[config.mk]
export PLATFORM = sky130hd
export DESIGN_NAME = pulse_interval_tx_flat
export DESIGN_NICKNAME = d
export VERILOG_FILES = /design/src/rtl/pulse_link_pkg.sv /design/src/rtl/pulse_interval_tx_if.sv /design/src/rtl/pulse_symbol_gen.sv /design/src/rtl/pulse_interval_tx.sv /design/src/flat_wrapper.sv
export SDC_FILE = /design/constraint.sdc
export NUM_CORES = 1
export LEC_CHECK = 0
export CAP_MARGIN = 20
export CORE_ASPECT_RATIO = 0.6
export CORE_MARGIN = 2
export CORE_UTILIZATION = 61
export CTS_BUF_LIST = sky130_fd_sc_hd__clkbuf_4
export CTS_CLUSTER_SIZE = 24
export DETAILED_ROUTE_END_ITERATION = 16
export PLACE_DENSITY_LB_ADDON = 0.2
export REMOVE_ABC_BUFFERS = 1
export SYNTH_ARGS = -nofsm -noshare
export SYNTH_HDL_FRONTEND = slang
export SYNTH_SLANG_ARGS = --single-unit
export TNS_END_PERCENT = 100
[constraint.sdc]
create_clock -name CLK_IN -period 2.1 [get_ports CLK_IN]
set_input_delay 0.315 -clock CLK_IN [delete_from_list [all_inputs] [get_ports CLK_IN]]
set_output_delay 0.315 -clock CLK_IN [all_outputs]
set_load 0.01 [all_outputs]
[src/rtl/pulse_link_pkg.sv]
// ============================================================================
// pulse_link_pkg : shared state encodings and link timing for the
// pulse-interval transmitter and receiver.
// Optional feature macro: PULSE_TX_PARITY_EN (appends an even-parity symbol).
// Revision: 1.0
// ============================================================================
`default_nettype none

package pulse_link_pkg;

    typedef enum logic [2:0] {
        ST_IDLE    = 3'd0,
        ST_PRE_HI  = 3'd1,
        ST_PRE_LO  = 3'd2,
        ST_GAP_A   = 3'd3,
        ST_PULSE_A = 3'd4,
        ST_GAP_B   = 3'd5,
        ST_PULSE_B = 3'd6,
        ST_GUARD   = 3'd7
    } pulse_state_e;

    localparam int DEF_DATA_W       = 4;
    localparam int DEF_START_PULSES = 3;
    localparam int DEF_SHORT_GAP    = 2;
    localparam int DEF_LONG_GAP     = 6;
    localparam int DEF_IDLE_GAP     = 16;

    // One symbol: both gaps plus its two single-cycle pulses.
    localparam int DEF_SYMBOL_LEN   = DEF_SHORT_GAP + DEF_LONG_GAP + 2;

`ifdef PULSE_TX_PARITY_EN
    localparam bit PARITY_EN = 1'b1;
`else
    localparam bit PARITY_EN = 1'b0;
`endif
    localparam int PARITY_SYMS = PARITY_EN ? 1 : 0;

    function automatic int symbol_len(input int short_gap, input int long_gap);
        return short_gap + long_gap + 2;
    endfunction

    function automatic int gap_cnt_w(input int long_gap, input int idle_gap);
        return $clog2(((long_gap > idle_gap) ? long_gap : idle_gap) + 1);
    endfunction

endpackage

`default_nettype wire

[src/rtl/pulse_interval_tx_if.sv]
// ============================================================================
// pulse_interval_tx_if : word handshake and serial line of the pulse-interval
// transmitter. master = word source / line observer, slave = transmitter.
// Revision: 1.0
// ============================================================================
`default_nettype none

interface pulse_interval_tx_if
    import pulse_link_pkg::*;
#(
    parameter int DATA_W = DEF_DATA_W
);
    logic [DATA_W-1:0] TX_DATA_IN;
    logic              TX_VALID_IN;
    logic              TX_READY_OUT;
    logic              DATA_OUT;
    logic              BUSY_OUT;
    logic              FRAME_DONE_OUT;

    modport master (
        output TX_DATA_IN,
        output TX_VALID_IN,
        input  TX_READY_OUT,
        input  DATA_OUT,
        input  BUSY_OUT,
        input  FRAME_DONE_OUT
    );

    modport slave (
        input  TX_DATA_IN,
        input  TX_VALID_IN,
        output TX_READY_OUT,
        output DATA_OUT,
        output BUSY_OUT,
        output FRAME_DONE_OUT
    );
endinterface

`default_nettype wire

[src/rtl/pulse_symbol_gen.sv]
// ============================================================================
// pulse_symbol_gen : sequences one GAP_A/PULSE_A/GAP_B/PULSE_B symbol per start.
// Exposes its next phase so the parent can register line outputs from it.
// Revision: 1.0
// ============================================================================
`default_nettype none

module pulse_symbol_gen
    import pulse_link_pkg::*;
#(
    parameter int SHORT_GAP = DEF_SHORT_GAP,
    parameter int LONG_GAP  = DEF_LONG_GAP,
    parameter int CNT_W     = gap_cnt_w(DEF_LONG_GAP, DEF_IDLE_GAP)
)(
    input  wire logic   clk_i,
    input  wire logic   rst_n_i,
    input  wire logic   start_i,
    input  wire logic   bit_i,
    output pulse_state_e phase_d_o,
    output logic        done_o
);

    pulse_state_e     phase_q, phase_d;
    logic [CNT_W-1:0] cnt_q, cnt_d;
    logic             bit_q, bit_d;

    always_comb begin
        phase_d = phase_q;
        cnt_d   = cnt_q;
        bit_d   = bit_q;
        case (phase_q)
            ST_GAP_A: begin
                if (cnt_q == CNT_W'(1)) phase_d = ST_PULSE_A;
                else                    cnt_d   = cnt_q - 1'b1;
            end
            ST_PULSE_A: begin
                phase_d = ST_GAP_B;
                cnt_d   = bit_q ? CNT_W'(SHORT_GAP) : CNT_W'(LONG_GAP);
            end
            ST_GAP_B: begin
                if (cnt_q == CNT_W'(1)) phase_d = ST_PULSE_B;
                else                    cnt_d   = cnt_q - 1'b1;
            end
            default: phase_d = ST_IDLE;
        endcase
        // A new symbol may begin straight out of PULSE_B so bits abut with no idle cycle.
        if (start_i && (phase_q == ST_IDLE || phase_q == ST_PULSE_B)) begin
            phase_d = ST_GAP_A;
            cnt_d   = bit_i ? CNT_W'(LONG_GAP) : CNT_W'(SHORT_GAP);
            bit_d   = bit_i;
        end
    end

    always_ff @(posedge clk_i or negedge rst_n_i) begin
        if (!rst_n_i) begin
            phase_q <= ST_IDLE;
            cnt_q   <= '0;
            bit_q   <= 1'b0;
        end else begin
            phase_q <= phase_d;
            cnt_q   <= cnt_d;
            bit_q   <= bit_d;
        end
    end

    assign phase_d_o = phase_d;
    assign done_o    = (phase_q == ST_PULSE_B);

endmodule

`default_nettype wire

[src/rtl/pulse_interval_tx.sv]
// ============================================================================
// pulse_interval_tx : serialises a word as preamble + one two-pulse symbol per
// bit (MSB first), then holds an idle guard. Macro PULSE_TX_PARITY_EN adds a parity symbol.
// Revision: 1.0
// ============================================================================
`default_nettype none

module pulse_interval_tx
    import pulse_link_pkg::*;
#(
    parameter int DATA_W       = DEF_DATA_W,
    parameter int START_PULSES = DEF_START_PULSES,
    parameter int SHORT_GAP    = DEF_SHORT_GAP,
    parameter int LONG_GAP     = DEF_LONG_GAP,
    parameter int IDLE_GAP     = DEF_IDLE_GAP
)(
    input  wire logic          CLK_IN,
    input  wire logic          RSTN_IN,
    pulse_interval_tx_if.slave tx_if
);

    localparam int NSYM  = DATA_W + PARITY_SYMS;
    localparam int CNT_W = gap_cnt_w(LONG_GAP, IDLE_GAP);
    localparam int PRE_W = $clog2(START_PULSES + 1);
    localparam int SYM_W = $clog2(NSYM + 1);

    pulse_state_e     state_q, state_d;
    logic [CNT_W-1:0] guard_q, guard_d;
    logic [PRE_W-1:0] pre_left_q, pre_left_d;
    logic [SYM_W-1:0] sym_left_q, sym_left_d;
    logic [NSYM-1:0]  shreg_q, shreg_d;
    logic [NSYM-1:0]  load_word;
    logic             data_q, ready_q, busy_q, done_q;

    pulse_state_e     sg_phase_d;
    logic             sg_start;
    logic             sg_done;

`ifdef PULSE_TX_PARITY_EN
    assign load_word = {tx_if.TX_DATA_IN, ^tx_if.TX_DATA_IN};
`else
    assign load_word = tx_if.TX_DATA_IN;
`endif

    // Start a symbol after the last preamble pulse, and after every PULSE_B that has a successor.
    assign sg_start = ((state_q == ST_PRE_HI) && (pre_left_q == '0)) ||
                      (sg_done && (sym_left_q != '0));

    pulse_symbol_gen #(
        .SHORT_GAP (SHORT_GAP),
        .LONG_GAP  (LONG_GAP),
        .CNT_W     (CNT_W)
    ) u_symbol_gen (
        .clk_i     (CLK_IN),
        .rst_n_i   (RSTN_IN),
        .start_i   (sg_start),
        .bit_i     (shreg_q[NSYM-1]),
        .phase_d_o (sg_phase_d),
        .done_o    (sg_done)
    );

    always_comb begin
        state_d    = state_q;
        guard_d    = guard_q;
        pre_left_d = pre_left_q;
        sym_left_d = sym_left_q;
        shreg_d    = shreg_q;
        case (state_q)
            ST_IDLE: begin
                if (tx_if.TX_VALID_IN && ready_q) begin
                    state_d    = ST_PRE_HI;
                    pre_left_d = PRE_W'(START_PULSES - 1);
                    sym_left_d = SYM_W'(NSYM);
                    shreg_d    = load_word;
                end
            end
            ST_PRE_HI: begin
                if (pre_left_q == '0) begin
                    state_d = sg_phase_d;
                end else begin
                    state_d    = ST_PRE_LO;
                    pre_left_d = pre_left_q - 1'b1;
                end
            end
            ST_PRE_LO: state_d = ST_PRE_HI;
            ST_GAP_A, ST_PULSE_A, ST_GAP_B: state_d = sg_phase_d;
            ST_PULSE_B: begin
                if (sym_left_q == '0) begin
                    state_d = ST_GUARD;
                    guard_d = CNT_W'(IDLE_GAP);
                end else begin
                    state_d = sg_phase_d;
                end
            end
            default: begin
                if (guard_q == CNT_W'(1)) state_d = ST_IDLE;
                else                      guard_d = guard_q - 1'b1;
            end
        endcase
        if (sg_start) begin
            sym_left_d = sym_left_q - 1'b1;
            shreg_d    = shreg_q << 1;
        end
    end

    always_ff @(posedge CLK_IN or negedge RSTN_IN) begin
        if (!RSTN_IN) begin
            state_q    <= ST_GUARD;
            guard_q    <= CNT_W'(IDLE_GAP);
            pre_left_q <= '0;
            sym_left_q <= '0;
            shreg_q    <= '0;
            data_q     <= 1'b0;
            ready_q    <= 1'b0;
            busy_q     <= 1'b1;
            done_q     <= 1'b0;
        end else begin
            state_q    <= state_d;
            guard_q    <= guard_d;
            pre_left_q <= pre_left_d;
            sym_left_q <= sym_left_d;
            shreg_q    <= shreg_d;
            data_q     <= (state_d == ST_PRE_HI) || (state_d == ST_PULSE_A) ||
                          (state_d == ST_PULSE_B);
            ready_q    <= (state_d == ST_IDLE);
            busy_q     <= (state_d != ST_IDLE);
            // sym_left_q is already zero throughout the final symbol.
            done_q     <= (state_d == ST_PULSE_B) && (sym_left_q == '0);
        end
    end

    assign tx_if.TX_READY_OUT   = ready_q;
    assign tx_if.DATA_OUT       = data_q;
    assign tx_if.BUSY_OUT       = busy_q;
    assign tx_if.FRAME_DONE_OUT = done_q;

endmodule

`default_nettype wire

[src/flat_wrapper.sv]
// flat-port wrapper written by rule: the top's interface ports become plain ports
module pulse_interval_tx_flat import pulse_link_pkg::*;
#(
    parameter int DATA_W       = DEF_DATA_W,
    parameter int START_PULSES = DEF_START_PULSES,
    parameter int SHORT_GAP    = DEF_SHORT_GAP,
    parameter int LONG_GAP     = DEF_LONG_GAP,
    parameter int IDLE_GAP     = DEF_IDLE_GAP
)
  (CLK_IN, RSTN_IN, tx_if_TX_DATA_IN, tx_if_TX_VALID_IN, tx_if_TX_READY_OUT, tx_if_DATA_OUT, tx_if_BUSY_OUT, tx_if_FRAME_DONE_OUT);
  pulse_interval_tx_if #(.DATA_W(DATA_W)) tx_if_i ();
  input  wire logic CLK_IN;
  input  wire logic RSTN_IN;
  input wire logic [$bits(tx_if_i.TX_DATA_IN)-1:0] tx_if_TX_DATA_IN;
  input wire logic [$bits(tx_if_i.TX_VALID_IN)-1:0] tx_if_TX_VALID_IN;
  output wire logic [$bits(tx_if_i.TX_READY_OUT)-1:0] tx_if_TX_READY_OUT;
  output wire logic [$bits(tx_if_i.DATA_OUT)-1:0] tx_if_DATA_OUT;
  output wire logic [$bits(tx_if_i.BUSY_OUT)-1:0] tx_if_BUSY_OUT;
  output wire logic [$bits(tx_if_i.FRAME_DONE_OUT)-1:0] tx_if_FRAME_DONE_OUT;
  assign tx_if_i.TX_DATA_IN = tx_if_TX_DATA_IN;
  assign tx_if_i.TX_VALID_IN = tx_if_TX_VALID_IN;
  assign tx_if_TX_READY_OUT = tx_if_i.TX_READY_OUT;
  assign tx_if_DATA_OUT = tx_if_i.DATA_OUT;
  assign tx_if_BUSY_OUT = tx_if_i.BUSY_OUT;
  assign tx_if_FRAME_DONE_OUT = tx_if_i.FRAME_DONE_OUT;
  pulse_interval_tx #(.DATA_W(DATA_W), .START_PULSES(START_PULSES), .SHORT_GAP(SHORT_GAP), .LONG_GAP(LONG_GAP), .IDLE_GAP(IDLE_GAP)) u_core (.CLK_IN(CLK_IN), .RSTN_IN(RSTN_IN), .tx_if(tx_if_i));
endmodule
[After elaboration in Yosys (flattened, before gate mapping)]
Index checks and enable logic that the tools add are counted.
W data, S select, Z words.
Cells by class
  $add $sub $neg: 4
  eq/ne operators: 20
  muxes and demuxes: 26
  bitwise logic cells: 1
  reductions and logical operators: 27
Operators with widths (count)
  $mux W3: 12
  $eq A3 B3 Y1 const B: 8
  $mux W5: 4
  $pmux W5 S2: 2
  $pmux W3 S5: 1
  $logic_not A3 Y1: 4
  $mux W4: 3
  $eq A5 B1 Y1 const B: 2
  $sub A5 B1 Y5 const B: 2
  $eq A3 B2 Y1 const B: 3
  $pmux W3 S3: 1
  $reduce_bool A3 Y1: 3
  $eq A3 B1 Y1 const B: 2
  $reduce_and A3 Y1: 2
  $reduce_bool A2 Y1: 3
  $reduce_or A6 Y1: 1
  $logic_and A1 B1 Y1: 5
  $logic_or A1 B1 Y1: 4
  $mux W2: 2
  $ne A2 B1 Y1 const B: 2
  $ne A2 B2 Y1 const B: 2
  $pmux W2 S2: 1
  $reduce_and A2 Y1: 2
  $ne A3 B2 Y1 const B: 1
  6 further kinds: 6
Storage, ports and cells
  bits in registers: 30
  input bits: 7
  output and inout port bits: 4
  word-level logic and storage cells: 90

[Logic depth before layout (Yosys ltp)]
Gate-level depths: netlist of run 1.
  depth in word-level cells: 10
  gate-level depth with buffers: 8
  gate-level depth less buffers: 8

[Cells and area by module]
A second synthesis of run 1 with hierarchy kept.
Unflattened totals
  cells, all modules: 178
  area, all modules: 1711.6 um2
By module, submodules not included
  pulse_interval_tx: instances 1, cells each 120, area each 1136.1 um2, seq. area each 531.8 um2
  pulse_symbol_gen: instances 1, cells each 58, area each 575.6 um2, seq. area each 225.2 um2

[Least setup slack after synthesis of run 1]
OpenSTA, ideal clock, no wires.
  kind: register to register
  start point: register u_core.sym_left_q[0]
  end point: register u_core.busy_q, in the netlist u_core.tx_if.BUSY_OUT
  library setup time: 0.088 ns
  arrival: 1.758 ns
  required time: 2.012 ns
  path slack: 0.254 ns
  cell stages (with the launch flop): 9
  path buffers: 0
  period minus slack after synthesis: 1.846 ns
  cell sequence: dfrtp_1 -> inv_1 -> ha_1 -> nor2b_1 -> o21ai_1 -> nand2_1 -> o21ai_2 -> inv_2 -> or3_1
On the way
  longest elaborated chain between the ends: 8
  elaborated cells on any way between the ends: 10
  those cells by class: mux (4); reduce/logical (6)
Ends and longest elaborated chain
  start, declared: line pulse_interval_tx.sv:30  | logic [SYM_W-1:0] sym_left_q, sym_left_d;
  start signal, assigned: line pulse_interval_tx.sv:121  | sym_left_q <= sym_left_d;
  $reduce_bool A3 Y1: line pulse_interval_tx.sv:47  | (sg_done && (sym_left_q != '0));
  $logic_and A1 B1 Y1: line pulse_interval_tx.sv:47
  $logic_or A1 B1 Y1: line pulse_interval_tx.sv:46  | assign sg_start = ((state_q == ST_PRE_HI) && (pre_left_q == '0)) ||
  $logic_and A1 B1 Y1: line pulse_symbol_gen.sv:47  | if (start_i && (phase_q == ST_IDLE || phase_q == ST_PULSE_B)) begin
  $mux W3: line pulse_symbol_gen.sv:47
  $mux W3 (on tied branches): line pulse_interval_tx.sv:88, pulse_interval_tx.sv:78
  $pmux W3 S5 *: line pulse_interval_tx.sv:68  | case (state_q)
  net u_core.state_d[1]: line pulse_interval_tx.sv:27  | pulse_state_e state_q, state_d;
  $reduce_bool A3 Y1 *: line pulse_interval_tx.sv:126  | busy_q <= (state_d != ST_IDLE);
  end signal, assigned: line pulse_interval_tx.sv:126
  end, declared: line pulse_interval_tx.sv:33  | logic data_q, ready_q, busy_q, done_q;
Mark *: on every way through the listed nets, which the timed path passes. The rest lies on a longest branch.
A chain may end at the register's enable or synchronous reset.

[Worst setup path after layout of run 1]
  start point: register u_core.u_symbol_gen.cnt_q[1]
  end point: register u_core.busy_q, in the netlist u_core.tx_if.BUSY_OUT
On the way
  longest elaborated chain between the ends: 7
  elaborated cells on any way between the ends: 9
  those cells by class: eq/ne (1); mux (7); reduce/logical (1)
Ends and longest elaborated chain
  start, declared: line pulse_symbol_gen.sv:24  | logic [CNT_W-1:0] cnt_q, cnt_d;
  start signal, assigned: line pulse_symbol_gen.sv:61  | cnt_q <= cnt_d;
  $eq A5 B1 Y1 *: line pulse_symbol_gen.sv:33, pulse_symbol_gen.sv:41
  $mux W3 (on tied branches): line pulse_symbol_gen.sv:41, pulse_symbol_gen.sv:33
  $pmux W3 S3 *: line pulse_symbol_gen.sv:31  | case (phase_q)
  $mux W3 *: line pulse_symbol_gen.sv:47
  net u_core.sg_phase_d[1]: line pulse_interval_tx.sv:35  | pulse_state_e sg_phase_d;
  $mux W3 (on tied branches): line pulse_interval_tx.sv:88, pulse_interval_tx.sv:78
  $pmux W3 S5 *: line pulse_interval_tx.sv:68
  net u_core.state_d[1]: line pulse_interval_tx.sv:27
  $reduce_bool A3 Y1 *: line pulse_interval_tx.sv:126
Marks and branches as above.

==> results of run 1 <==
-- state kept, by name, indices dropped and copies added, names as in the netlist --
| register | count |
|---|---|
| u_core.guard_q | 5 |
| u_core.pre_left_q | 2 |
| u_core.shreg_q | 4 |
| u_core.state_q | 3 |
| u_core.sym_left_q | 3 |
| u_core.tx_if.BUSY_OUT | 1 |
| u_core.tx_if.DATA_OUT | 1 |
| u_core.tx_if.FRAME_DONE_OUT | 1 |
| u_core.tx_if.TX_READY_OUT | 1 |
| u_core.u_symbol_gen.bit_q | 1 |
| u_core.u_symbol_gen.cnt_q | 5 |
| u_core.u_symbol_gen.phase_q | 3 |
-- what timing repair did --
item / in CTS / in global routing
endpoints found under the setup margin: 0 / 1
hold buffers: 0 / 0
buffers inserted: 0 / 2
-- worst paths after layout --
kind,from,end,slack [ns],cells past startpoint
setup / recovery,u_core.u_symbol_gen.cnt_q[1]$_DFFE_PN0P_,u_core.tx_if.BUSY_OUT$_DFF_PN1_,0.05,8
hold / removal,RSTN_IN,u_core.shreg_q[2]$_DFFE_PN0P_,0.36,2
setup reg to reg,u_core.u_symbol_gen.cnt_q[1]$_DFFE_PN0P_,u_core.tx_if.BUSY_OUT$_DFF_PN1_,0.05,8
hold reg to reg,u_core.pre_left_q[0]$_DFFE_PN0P_,u_core.pre_left_q[0]$_DFFE_PN0P_,0.50,1
max in group asynchronous,RSTN_IN,u_core.tx_if.BUSY_OUT$_DFF_PN1_,1.40,2
min in group CLK_IN,u_core.pre_left_q[0]$_DFFE_PN0P_,u_core.pre_left_q[0]$_DFFE_PN0P_,0.50,1
-- cell type report --
type                            instances  area [µm²]  share of cell area (%)
Timing Repair Buffer                   18         160                    8.25
Clock buffer                            8        60.1                    3.09
Tap cell                               32        40.0                    2.06
Sequential cell                        30         757                    39.0
Inverter                               15        56.3                    2.90
Multi-Input combinational cell        127         868                    44.7
-- critical path: cells and delay by family, from the launching register on --
family	cells	cell delay [ns]
AOI/OAI and AO/OA	2	0.35
adders and majority gates	1	0.16
buffers and inverters	2	0.16
DFF	1	0.39
and+or+nand+nor	3	0.90
-- per-layer routing --
layer / vias to the layer above / wire, µm / track usage, %
met2: 55 / 1600 / 37.6
met4: 0 / 29 / 5.93
met5: - / 0 / 0
li1: 664 / - / -
met3: 6 / 256 / 6.70
met1: 662 / 1700 / 34.1
-- metrics by stage --
step                      util [%]  setup slack (ns)
final                         74.9            0.0505
after global routing          74.9           -0.0129
after CTS                     74.3            0.0974
after detailed placement      72.0             0.131
after global placement        72.0             0.170
after floorplan                  -            -0.136
-- layout by cell type (no fill, tap or decap), drive strengths merged, types with 4 or more instances in the layout --
cell            n
dfrtp          25
o21ai          18
dfstp           5
a31oi           5
clkbuf          8
buf             8
a21oi           6
ha              7
nor2           10
inv            15
nor3            5
clkdlybuf4s50  10
nand3           4
nor2b           5
nand2          22
mux2i           6
-- power by group --
group          switching (mW)  total [mW]  internal, mW
clock                   0.188       0.360         0.172
sequential              0.161       0.909         0.748
combinational           0.354       0.668         0.315
-- cell families (layout without fill, tap and decap cells) --
logic type / Yosys count / after routing / share of synthesized area (%)
AO/OA/AOI/OAI: 46 / 46 / 17.9
AND/OR/NAND/NOR: 63 / 63 / 21.2
buffers and inverters: 22 / 41 / 5.66
XOR/XNOR: 4 / 4 / 2.03
multiplexers: 7 / 7 / 4.14
flip-flops: 30 / 30 / 43.9
adder cells (fa/ha/maj): 7 / 7 / 5.08
==> summary.md, run 1 <==
| Metric | Value |
|---|---|
| # setup viols final | `0` |
| Final non-filler cell area | `1940 µm²` |
| Via Count | `1387` |
| CTS buffer count | `5` |
| GRT overflow | `0` |
| Vias per inst | `6.03` |
| Dpl cell area | `1870 µm²` |
| Diode count | `0` |
| Status | `complete, no violations` |
| Post-route insts no fill | `230` |
| Tightest Pin Transition | `0.436 ns` |
| Vias in the first global route | `1295` |
| Total wire length | `3590 µm` |
| Die area | `3280 µm²` |
| Yosys Warn Count | `0` |
| Critical Path Start Type | `flop` |
| Fraction of registers with async set/reset | `100%` |
| Site Rows | `14` |
| Worst vdd ir | `0.000589 V` |
| Post-Place Cells | `220` |
| Die W | `72.6 µm` |
| Slew Limit Fails | `0` |
| H-tree depth | `2` |
| Core ar. | `2590 µm²` |
| DRC violations left | `0` |
| Netlist Area Pre-Place | `1720 µm²` |
| Worst-path clk slew | `0.10 ns` |
| CP Max Fanout | `6` |
| Max cap viols | `0` |
| Nets | `211` |
| Clk_skew | `0.0187 ns` |
| Worst EP arrival | `2.29 ns` |
| Antenna violation net count after detailed routing | `0` |
| Post-DP HPWL | `2500 µm` |
| First-pass GRT wire length | `5910 µm` |
| Number of synthesized flops with an enable pin | `0` |
| Total Neg Setup Slack | `0 ns` |
| Slew headroom | `70.6%` |
| Post-synth top area cell | `dfrtp_1` |
| Fill cell count | `172` |
| CP max-delay cell | `dfrtp_1` |
| Area share of the largest cell type after synthesis | `36.3%` |
| Primary FF master, synth | `dfrtp_1` |
| Initial antenna violation count | `0` |
| Mean routed wirelength per cell | `15.6 µm` |
| Share of cells above drive strength 1 | `15.7%` |
| DRT Pass-1 Iters | `4` |
| Clock latency on the worst-skew pair | `0.33 ns` |
| Slowest stage delay, CP | `0.39 ns` |
| Mapped Cells | `179` |
| Top post-synthesis cells by area | `dfrtp_1 (36%), dfstp_2 (7.6%), ha_1 (5.1%)` |
| Total power | `1.94 mW` |
| Fin crit period | `2.05 ns` |
| P_leak | `0.857 nW` |
| Tcrit/Tclk final | `97.6%` |
| GRT Resource Usage Total | `24.2%` |
| Power per standard cell area | `997 nW/µm²` |
| CTS sink cnt | `30` |
| Top cells by count, synth | `dfrtp_1 (25), nand2_1 (22), o21ai_0 (16), inv_1 (14), nor2_1 (10)` |
| FMAX | `488 MHz` |
| Root buf cell | `clkbuf_4` |
| Syn_area_per_cell | `9.63 µm²` |
| Count leader, synth | `dfrtp_1` |
| Area grow syn2layout | `12.7%` |
| Longest Clk Path Bufs | `2` |
| Largest net degree at the start of global routing | `31` |
| IO Pins | `11` |
| Final Hold Vio Count | `0` |
| I/O Buffers | `10` |
| DR iter-0 viols | `101` |
| Die H | `45.2 µm` |
| Synthesized flop and latch total | `30` |
| CTS tree | `built` |
| Critical path capture point type | `flop` |
| Starting Density | `66.5%` |
| Crit path kind | `flop to flop` |
| Final hold slack | `0.358 ns` |
| Routability congestion estimate from global placement | `0.838` |
| CP Cell Sequence | `inv_1 -> ha_1 -> nor4b_4 -> nand3b_1 -> a32oi_2 -> o21ai_2 -> inv_2 -> or3_1` |
| Yosys cell types | `49` |
| Register area share after synthesis | `43.9%` |
| Hold Path Class | `primary input to asynchronous set/reset pin` |
| Post-cts sizing count | `0` |
| Critical Path RT | `2.34 ns` |
Note: power is estimated with default switching activity, not from simulation.
==> run 2, diff against run 1 <==
Settings changed: CORE_UTILIZATION 61 to 65, CTS_CLUSTER_DIAMETER set to 50.
Clock period 2.1 ns to 2.66 ns, I/O delays scaled along.
==> summary.md, run 2 (synthesis gave the netlist of run 1 again) <==
| Metric | Value |
|---|---|
| Status | `complete, no violations` |
| Antenna violation net count after detailed routing | `0 (unchanged)` |
| H-tree depth | `2 (unchanged)` |
| CTS sink cnt | `30 (unchanged)` |
| Root buf cell | `clkbuf_4` |
| DR iter-0 viols | `190 (+88%)` |
| Post-DP HPWL | `2600 µm (+3.9%)` |
| Nets | `207 (-1.9%)` |
| Internal | `0.944 mW (-24%)` |
| R2R Path Start | `u_core.sym_left_q[0]$_DFFE_PN0P_` |
| Slew Limit Fails | `0 (unchanged)` |
| Vias in the first global route | `1253 (-3.2%)` |
| Tcrit/Tclk final | `79.5% (-18 points)` |
| Die W | `70.5 µm (-3.0%)` |
| Critical path capture point type | `flop` |
| Clock latency on the worst-skew pair | `0.33 ns (about the same)` |
| Switching part of the total power | `37.0% (+0.75 points)` |
| P_leak | `0.834 nW (-2.7%)` |
| FMAX | `473 MHz (-3.1%)` |
| Share of cells above drive strength 1 | `13.4% (-2.3 points)` |
| Post-cts sizing count | `0 (unchanged)` |
| Largest net degree at the start of global routing | `31 (unchanged)` |
| Vias per inst | `6.01 (-0.36%)` |
| Max cap viols | `0 (unchanged)` |
| Diode count | `0 (unchanged)` |
| Fin crit period | `2.12 ns (+0.0656 ns)` |
| Clock share of power | `17.4% (-1.2 points)` |
| Worst vdd ir | `0.000433 V (-26%)` |
| Clk_skew | `0.00816 ns (-0.0106 ns)` |
| RSZ-0062 raised after global routing | `false` |
| I/O Buffers | `10 (unchanged)` |
| Area grow syn2layout | `10.6%` |
| Post-Place Cells | `218 (-0.91%)` |
| Comb power frac | `34.7% (+0.2 points)` |
| Hold-fix buffers, CTS | `0 (unchanged)` |
| DRC violations left | `0 (unchanged)` |
| Hold Path Class | `primary input to asynchronous set/reset pin` |
| CTS tree | `built` |
| Total Neg Setup Slack | `0 ns (unchanged)` |
| Starting Density | `68.8% (+2.3 points)` |
| Biggest regs | `u_core.guard_q x5, u_core.u_symbol_gen.cnt_q x5, u_core.shreg_q x4` |
| Commonest non-fill, non-tap cell in the layout | `dfrtp_1` |
| CTS buffer count | `5 (unchanged)` |
| FF-to-FF End | `u_core.tx_if.BUSY_OUT$_DFF_PN1_` |
| Longest Clk Path Bufs | `2 (unchanged)` |
| Worst EP arrival | `2.36 ns (+0.07 ns)` |
| Post-CTS Setup Bufs | `0 (unchanged)` |
| Routability congestion estimate from global placement | `0.828 (-1.2%)` |
| Critical Path RT | `2.91 ns (+0.57 ns)` |
| GRT Resource Usage Total | `26.8% (+2.6 points)` |
| Slew headroom | `63.0% (-7.7 points)` |
| Final Hold Vio Count | `0 (unchanged)` |
| Crit path kind | `flop to flop` |
| Commonest non-fill, non-tap cells in the layout | `dfrtp_1 (25), nand2_1 (22), o21ai_0 (16)` |
| Dpl cell area | `1850 µm² (-0.80%)` |
| Final non-filler cell area | `1910 µm² (-1.9%)` |
| Site Rows | `14 (unchanged)` |
| GRT overflow | `0 (unchanged)` |
| Post-route insts no fill | `226 (-1.7%)` |
| Die H | `43.9 µm (-2.8%)` |
| Via Count | `1358 (-2.1%)` |
| Sw power | `0.555 mW (-21%)` |
| Reg2reg setup slack | `0.54 ns (+0.49 ns)` |
| Initial antenna violation count | `0 (unchanged)` |
| Total wire length | `3560 µm (-0.95%)` |
| Seq pwr share | `48.0% (+1.1 points)` |
| Core ar. | `2500 µm² (-3.4%)` |
| # setup viols final | `0 (unchanged)` |
| CP Max Fanout | `8 (+2)` |
| Mean routed wirelength per cell | `15.7 µm (+0.81%)` |
| Tightest Pin Transition | `0.552 ns (+0.116 ns)` |
| Worst-path clk slew | `0.09 ns (about the same)` |
| IO Pins | `11 (unchanged)` |
| DRT Pass-1 Iters | `4 (unchanged)` |
| FF-to-FF path depth | `8 (unchanged)` |
| Critical Path Start Type | `flop` |
| Die area | `3090 µm² (-5.7%)` |
| First-pass GRT wire length | `6130 µm (+3.6%)` |
| Power per standard cell area | `786 nW/µm² (-21%)` |
==> run 2: power by group through the flow <==
stage	combinational (mW)	sequential, mW	clock, mW
2_1_floorplan	0.347	0.702	0
3_3_place_gp	0.482	0.710	0
3_5_place_dp	0.514	0.722	0
4_1_cts	0.518	0.717	0.270
5_1_grt	0.586	0.738	0.294
6_report	0.520	0.719	0.260
==> run 2: cell type report <==
type / count / area [µm²]
clock buffer: 6 / 45.0
multi-input combinational: 127 / 868
timing repair buffer: 14 / 130
sequential: 30 / 757
fill: 164 / 599
inverter: 15 / 56.3
tap: 32 / 40.0
clock inverter: 2 / 8.76
==> run 2: metal layers <==
metal,track usage [%],up-vias,part of all wire [%]
met5,0,-,0
met4,10.8,0,1.0
met3,7.44,4,7.0
met2,39.2,55,45
met1,38.3,644,47
li1,-,655,-
==> run 2: how the worst max path moves through the flow <==
stage	start	end	slack [ns]
6_report	u_core.sym_left_q[0]$_DFFE_PN0P_	u_core.tx_if.BUSY_OUT$_DFF_PN1_	0.54
3_3_place_gp	u_core.sym_left_q[0]$_DFFE_PN0P_	u_core.tx_if.BUSY_OUT$_DFF_PN1_	0.71
4_1_cts	u_core.sym_left_q[0]$_DFFE_PN0P_	u_core.tx_if.BUSY_OUT$_DFF_PN1_	0.58
3_5_place_dp	u_core.sym_left_q[0]$_DFFE_PN0P_	u_core.tx_if.BUSY_OUT$_DFF_PN1_	0.59
2_1_floorplan	u_core.sym_left_q[0]$_DFFE_PN0P_	u_core.sym_left_q[2]$_DFFE_PN0P_	0.42
5_1_grt	u_core.sym_left_q[0]$_DFFE_PN0P_	u_core.tx_if.BUSY_OUT$_DFF_PN1_	0.41
==> run 2: through the flow <==
stage | util [%] | setup WS (ns) | hold WS (ns) | power (mW)
after global routing | 76.1 | 0.408 | 0.471 | 1.62
after detailed placement | 73.9 | 0.587 | 0.472 | 1.24
final | 76.1 | 0.545 | 0.461 | 1.50
after CTS | 76.1 | 0.581 | 0.459 | 1.51
after global placement | 73.9 | 0.707 | 0.465 | 1.19
after floorplan | - | 0.424 | 0.103 | 1.05
==> run 2: worst max-delay path, cell delays in order, from the launching register on <==
cell and delay (ns):
dfrtp_1 0.38, inv_1 0.07, ha_1 0.20, nor2b_1 0.18, o21ai_1 0.46, nand2_1 0.15, o21ai_2 0.17, inv_2 0.06
or3_1 0.37
